`config.mk`:
```
export PLATFORM = sky130hd
export DESIGN_NAME = lock_arbiter_rr
export DESIGN_NICKNAME = d
export VERILOG_FILES = /design/src/rtl/lock_pkg.sv /design/src/rtl/rr_picker.sv /design/src/rtl/lock_arbiter_rr.sv
export SDC_FILE = /design/constraint.sdc
export NUM_CORES = 1
export LEC_CHECK = 0
export CAP_MARGIN = 10
export CORE_ASPECT_RATIO = 0.7
export CORE_MARGIN = 8
export CORE_UTILIZATION = 38
export CTS_BUF_LIST = sky130_fd_sc_hd__clkbuf_4 sky130_fd_sc_hd__clkbuf_8 sky130_fd_sc_hd__clkbuf_16
export DETAILED_ROUTE_END_ITERATION = 16
export PLACE_DENSITY = 0.9
export SKIP_LAST_GASP = 1
export SLEW_MARGIN = 20
export SYNTH_ARGS = -nofsm -noshare
export SYNTH_HDL_FRONTEND = slang
export SYNTH_SLANG_ARGS = --single-unit
```
`constraint.sdc`:
```
create_clock -name clk -period 3.2 [get_ports clk]
set_input_delay 0.32 -clock clk [delete_from_list [all_inputs] [get_ports clk]]
set_output_delay 0.32 -clock clk [all_outputs]
set_load 0.05 [all_outputs]
```
`src/rtl/lock_pkg.sv`:
```
// lock_pkg: shared state type and lock command codes for the round-robin accelerator lock
package lock_pkg;
  typedef enum logic [1:0] {IDLE, LOCKED, FLUSH} lock_state_e;
  localparam int CMD_ACQUIRE = 1;
  localparam int CMD_RELEASE = 0;
endpackage

```
`src/rtl/rr_picker.sv`:
```
// rr_picker: round-robin pick of the first requester after last (mod N)
module rr_picker #(
  parameter int N = 2,
  localparam int IW = $clog2(N)
) (
  input  logic [N-1:0]  req,
  input  logic [IW-1:0] last,
  output logic          gnt_valid,
  output logic [IW-1:0] gnt_idx
);
  logic [IW:0] sh;
  logic [N-1:0] rot;
  int p;
  assign sh = {1'b0, last} + (IW+1)'(1);
  assign rot = N'({req, req} >> sh);
  always_comb begin
    p = 0;
    for (int k = N-1; k >= 0; k--) p = rot[k] ? k : p;
  end
  assign gnt_valid = |req;
  assign gnt_idx = IW'((p + int'(sh)) % N);
endmodule

```
`src/rtl/lock_arbiter_rr.sv`:
```
// lock_arbiter_rr: software lock sharing one accelerator among N cores, with
// round-robin grants, an idle-owner watchdog and a post-release accelerator reset.
module lock_arbiter_rr
  import lock_pkg::*;
#(
  parameter int N_CLIENTS = 2,
  parameter int ADDR_W = 32,
  parameter int DATA_W = 32,
  parameter logic [ADDR_W-1:0] LOCK_ADDR = 'd84,
  parameter logic [ADDR_W-1:0] STATUS_ADDR = 'd88,
  parameter int TIMEOUT_CYC = 1024,
  parameter int RST_CYC = 4,
  localparam int OW = $clog2(N_CLIENTS+1)
) (
  input  logic              clk,
  input  logic              rst,
  input  logic [ADDR_W-1:0] addr_in [N_CLIENTS],
  input  logic              wr_en_in [N_CLIENTS],
  input  logic              select_in [N_CLIENTS],
  input  logic [DATA_W-1:0] data_in [N_CLIENTS],
  output logic [DATA_W-1:0] data_out [N_CLIENTS],
  input  logic [DATA_W-1:0] data_from_accel,
  output logic [ADDR_W-1:0] addr_o,
  output logic [DATA_W-1:0] data_to_accel,
  output logic              wr_en_o,
  output logic              accel_select_o,
  output logic              accel_rst_o,
  output logic [OW-1:0]     owner_o
);
  localparam int IW = $clog2(N_CLIENTS);
  localparam int FW = $clog2(RST_CYC+1);
  localparam logic [OW-1:0] FREE = OW'(N_CLIENTS);
  lock_state_e state;
  logic [OW-1:0] owner;
  logic [IW-1:0] last_owner, oi, gnt_idx;
  logic [31:0] timer;
  logic [FW-1:0] flush_cnt;
  logic [N_CLIENTS-1:0] acq, rel, stat_wr, tmo_flags, tmo_set;
  logic gnt_valid, locked, own_sel, own_rel, tmo, flush_done;
  for (genvar i = 0; i < N_CLIENTS; i++) begin : g_cl
    logic lock_wr;
    assign lock_wr = select_in[i] & wr_en_in[i] & (addr_in[i] == LOCK_ADDR);
    assign acq[i] = lock_wr & (data_in[i] == DATA_W'(CMD_ACQUIRE));
    assign rel[i] = lock_wr & (data_in[i] == DATA_W'(CMD_RELEASE));
    assign stat_wr[i] = select_in[i] & wr_en_in[i] & (addr_in[i] == STATUS_ADDR);
    assign data_out[i] = addr_in[i] == LOCK_ADDR ? DATA_W'(owner) :
                         addr_in[i] == STATUS_ADDR ? DATA_W'(tmo_flags) :
                         locked && owner == OW'(i) ? data_from_accel : '0;
  end
  rr_picker #(.N(N_CLIENTS)) u_pick (
    .req(acq),
    .last(last_owner),
    .gnt_valid(gnt_valid),
    .gnt_idx(gnt_idx)
  );
  assign oi = owner[IW-1:0];
  assign locked = state == LOCKED;
  assign own_sel = locked & select_in[oi];
  assign own_rel = locked & rel[oi];
  // an owner release is itself an owner access, so it can never also count as a timeout
  assign tmo = TIMEOUT_CYC > 0 && locked && !own_sel && timer == 32'(TIMEOUT_CYC-1);
  assign tmo_set = tmo ? N_CLIENTS'(1) << oi : '0;
  assign flush_done = flush_cnt == FW'(RST_CYC-1);
  assign addr_o = locked ? addr_in[oi] : '0;
  assign wr_en_o = locked & wr_en_in[oi];
  assign accel_select_o = locked & select_in[oi];
  assign data_to_accel = locked & wr_en_in[oi] ? data_in[oi] : '0;
  assign owner_o = owner;
  always_ff @(posedge clk) begin
    if (rst) begin
      state <= IDLE;
      owner <= FREE;
      last_owner <= IW'(N_CLIENTS-1);
      timer <= '0;
      tmo_flags <= '0;
      flush_cnt <= '0;
      accel_rst_o <= 1'b1;
    end else begin
      tmo_flags <= (tmo_flags & ~stat_wr) | tmo_set;
      case (state)
        IDLE: if (gnt_valid) begin
          state <= LOCKED;
          owner <= OW'(gnt_idx);
          timer <= '0;
          accel_rst_o <= 1'b0;
        end
        LOCKED: if (own_rel || tmo) begin
          state <= FLUSH;
          last_owner <= oi;
          owner <= FREE;
          flush_cnt <= '0;
          accel_rst_o <= 1'b1;
        end else timer <= own_sel ? '0 : timer + 32'd1;
        FLUSH: if (flush_done) begin
          state <= gnt_valid ? LOCKED : IDLE;
          owner <= gnt_valid ? OW'(gnt_idx) : FREE;
          timer <= '0;
          accel_rst_o <= 1'b0;
        end else flush_cnt <= flush_cnt + FW'(1);
        default: state <= IDLE;
      endcase
    end
  end
endmodule

```
==> impl_metrics.toml <==
[route]
routed_wl_mm = 21.87
drtIter0Drc = 594
drcViolationCount = 0
firstDrtPassIters = 5
wl_per_cell_um = 19.95
final_antenna_net_count = 0
via_per_inst = 5.813
vias = 6371

[power]
peakVddDrop_v = 0.0002304
power.total_w = 0.001457
p_leak_nw = 2.882
switching_share = 0.2399
pwr-share-comb = 0.240
pwr-share-seq = 0.367
powerDensity_nw_per_um2 = 179.8
switchingPower_w = 0.0003495
intPower_w = 0.001108
p_clk_frac = 0.393

[logic_synthesis]
synthesis.nets = 823
synthFlopType = "dfxtp_1"
ys_types = 55
synth_edf_count = 0
avgSynthCellArea_um2 = 7.149
yosys_warnings = 0
syn_inst = 649
ys_ff_latch = 43
synth_seq_area_share = 0.1855
synthArstFlopShare = 0
synth_area_um2 = 4639

[setup_path]
crit_type = "flop to output pin"
end_kind = "output pin"
path_max_fanout = 34
reg2regPathDepth = 10
rr_startpoint = "state[1]"
r2r_end = "timer[4]"
r2r_setup_slack_ns = 0.37
required_ns = 2.88
start_kind = "flop"
arrival_ns = 2.67

[placement]
dpl.hpwl_mm = 17.98
dp_cells = 1088
post_dp_cell_area_um2 = 7923
gp_congestion = 0.9807
port_buffers = 298

[status]
status = "finished, final reports clean"

[cells_and_area]
final_nets = 1112
post_route_cells_drive_above_1_share = 0.1651
instances_no_fill = 1096
area_growth_pct = 74.68
final_util = 0.6863
fin_area_um2 = 8104
fillers = 910
n_antenna_cell = 0

[global_routing]
first_global_vias = 6059
grt_pass1_wl_mm = 33.55
overflow = 0
grt_max_degree = 48
antenna_found_initial = 1
grtUsageTotal = 0.2581

[cts]
cts_sinks = 43
htreeDepth = 2
post_cts_buffers = 0
clk_pin_slew_ns = 0.06
cts_buffer_depth = 2
cts_tree = "built"
postCtsHoldBufs = 0
root_buffer = "clkbuf_16"
clock_latency_ns = 0.29
cts_made_buffers = 5

[timing]
setup_viol = 0
slew_headroom = 0.4651
drv_slew = 0
rsz0062_at_grt = "no"
hold_viol = 0
fin_skew_ns = 0.006695
post-route-min-period_ns = 2.987
worst_pin_slew_ns = 0.7998
hold_ws_ns = 0.4839
period_share = 0.9336
max_freq_ghz = 0.3347

[hold_path]
hold_depth = 2
min_to = "tmo_flags[1]"
hold_path.class = "flop to flop"
hp-start = "tmo_flags[1]"

[floorplanning]
core_area_um2 = 11810
die_y_um = 108.4
die_area_um2 = 16060
row_count = 33
io_pins = 299
die_w_um = 148.1
initial_core_util = 0.3929

[run]
max_cap_violations = 0
## synthesized netlist by cell type (all sizes together) (2+ instances only)
| master | n | share of area |
|---|---|---|
| or4 | 19 | 0.032 |
| a21boi | 2 | 0.0032 |
| o41ai | 7 | 0.013 |
| nand4 | 22 | 0.033 |
| nor2b | 6 | 0.0081 |
| and2 | 63 | 0.085 |
| clkbuf | 31 | 0.025 |
| and3 | 10 | 0.013 |
| a21oi | 35 | 0.038 |
| dfxtp | 43 | 0.19 |
| nand3b | 2 | 0.0032 |
| a31oi | 6 | 0.0094 |
| a31o | 2 | 0.0057 |
| nor3 | 15 | 0.021 |
| inv | 12 | 0.0097 |
| nand2 | 39 | 0.032 |
| a41oi | 2 | 0.0038 |
| nor4 | 48 | 0.069 |
| nand2b | 4 | 0.0054 |
| nor2 | 95 | 0.077 |
| a211oi | 2 | 0.0032 |
| nand3 | 24 | 0.027 |
| buf | 12 | 0.014 |
| o311ai | 11 | 0.021 |
| ha | 8 | 0.022 |
| mux2 | 3 | 0.0073 |
| or3 | 3 | 0.0040 |
| o21ai | 18 | 0.019 |
| o31ai | 22 | 0.037 |
| mux2i | 66 | 0.14 |
| nor4b | 4 | 0.0089 |
| and4 | 3 | 0.0057 |
## metal layers
layer  up-vias  wire, um  GRT usage
li1       3035         -          -
met1      2867      8645     0.3102
met2       412     10130     0.4334
met3        55      2448    0.08344
met4         2       626    0.07977
met5         -        13          0
## power by group through the flow
| stage | registers (W) | logic [W] | clock network (W) |
|---|---|---|---|
| after floorplan | 0.000547 | 0.0000631 | 0 |
| after global placement | 0.000546 | 0.000340 | 0 |
| after detailed placement | 0.000546 | 0.000343 | 0 |
| after CTS | 0.000534 | 0.000344 | 0.000577 |
| after global routing | 0.000534 | 0.000368 | 0.000597 |
| final | 0.000534 | 0.000350 | 0.000573 |
## through the flow
stage	setup TNS, ns	worst slack, ns
2_1_floorplan	0	0.4726
3_3_place_gp	-0.6972	-0.05480
3_5_place_dp	-4.906	-0.1572
4_1_cts	0	0.1149
5_1_grt	0	0.02309
6_report	0	0.2126
## cell usage in the layout, fill, tap and decap left out, drive strengths merged, types with 3 or more instances in the layout
cell type,count
o41ai,7
o31ai,22
nand3,24
a31oi,6
nor4,48
and4,3
nand4,22
dfxtp,43
nor4b,4
nor2b,6
nand2b,4
inv,12
nor3,15
buf,125
nand2,39
nor2,95
or4,19
ha,8
a21oi,35
mux2,3
and3,10
clkdlybuf4s50,200
mux2i,66
and2,63
o311ai,11
o21ai,18
clkbuf,7
or3,3
## worst max-delay path by stage
stage	from	slack, ns	end
after floorplan	owner_o[0]	0.47	data_to_accel[19]
after global placement	addr_in[6]	-0.05	timer[27]
after detailed placement	addr_in[6]	-0.16	timer[4]
after CTS	addr_in[6]	0.11	data_out[1]
after global routing	data_in[36]	0.02	timer[9]
final	state[1]	0.21	data_out[52]
## kinds of logic (layout without fill, tap and decap cells)
group / after synthesis / count (layout) / share of synthesized area
adders and majority gates: 8 / 8 / 0.02158
DFF: 43 / 43 / 0.1855
and+or+nand+nor: 361 / 361 / 0.4302
xor gates and xnor gates: 1 / 1 / 0.001888
AOI/OAI and AO/OA: 112 / 112 / 0.1624
buffers and inverters: 55 / 345 / 0.04881
muxes: 69 / 69 / 0.1497
## worst max-delay path, stage by stage (launching register included)
cell and delay [ns]:
dfxtp_1 0.37, inv_1 0.11, ha_1 0.26, buf_4 0.21
inv_1 0.10, buf_4 0.26, a2111oi_2 0.36, buf_4 0.31
and2_1 0.18, buf_4 0.20
## area by class of cell
type                       count  area [um^2]  share of cell area
sequential                    43        864.6              0.1067
clock inverter                 1        5.005           0.0006176
multi-input combinational    551         3576              0.4413
tap                          157        196.4             0.02424
inverter                      12        45.04            0.005558
timing repair buffer         325         3253              0.4014
clock buffer                   7        163.9             0.02023
## state kept, by name (all words and copies together), names as in the netlist
| signal | flops |
|---|---|
| accel_rst_o | 1 |
| flush_cnt | 3 |
| last_owner | 1 |
| owner_o | 2 |
| state | 2 |
| timer | 32 |
| tmo_flags | 2 |
## what timing repair did
action | CTS | global route
gates resized for setup | 1 | 1
gates cloned | 0 | 0
endpoints found under the setup margin | 30 | 59
Note: power is estimated with default switching activity, not from simulation.
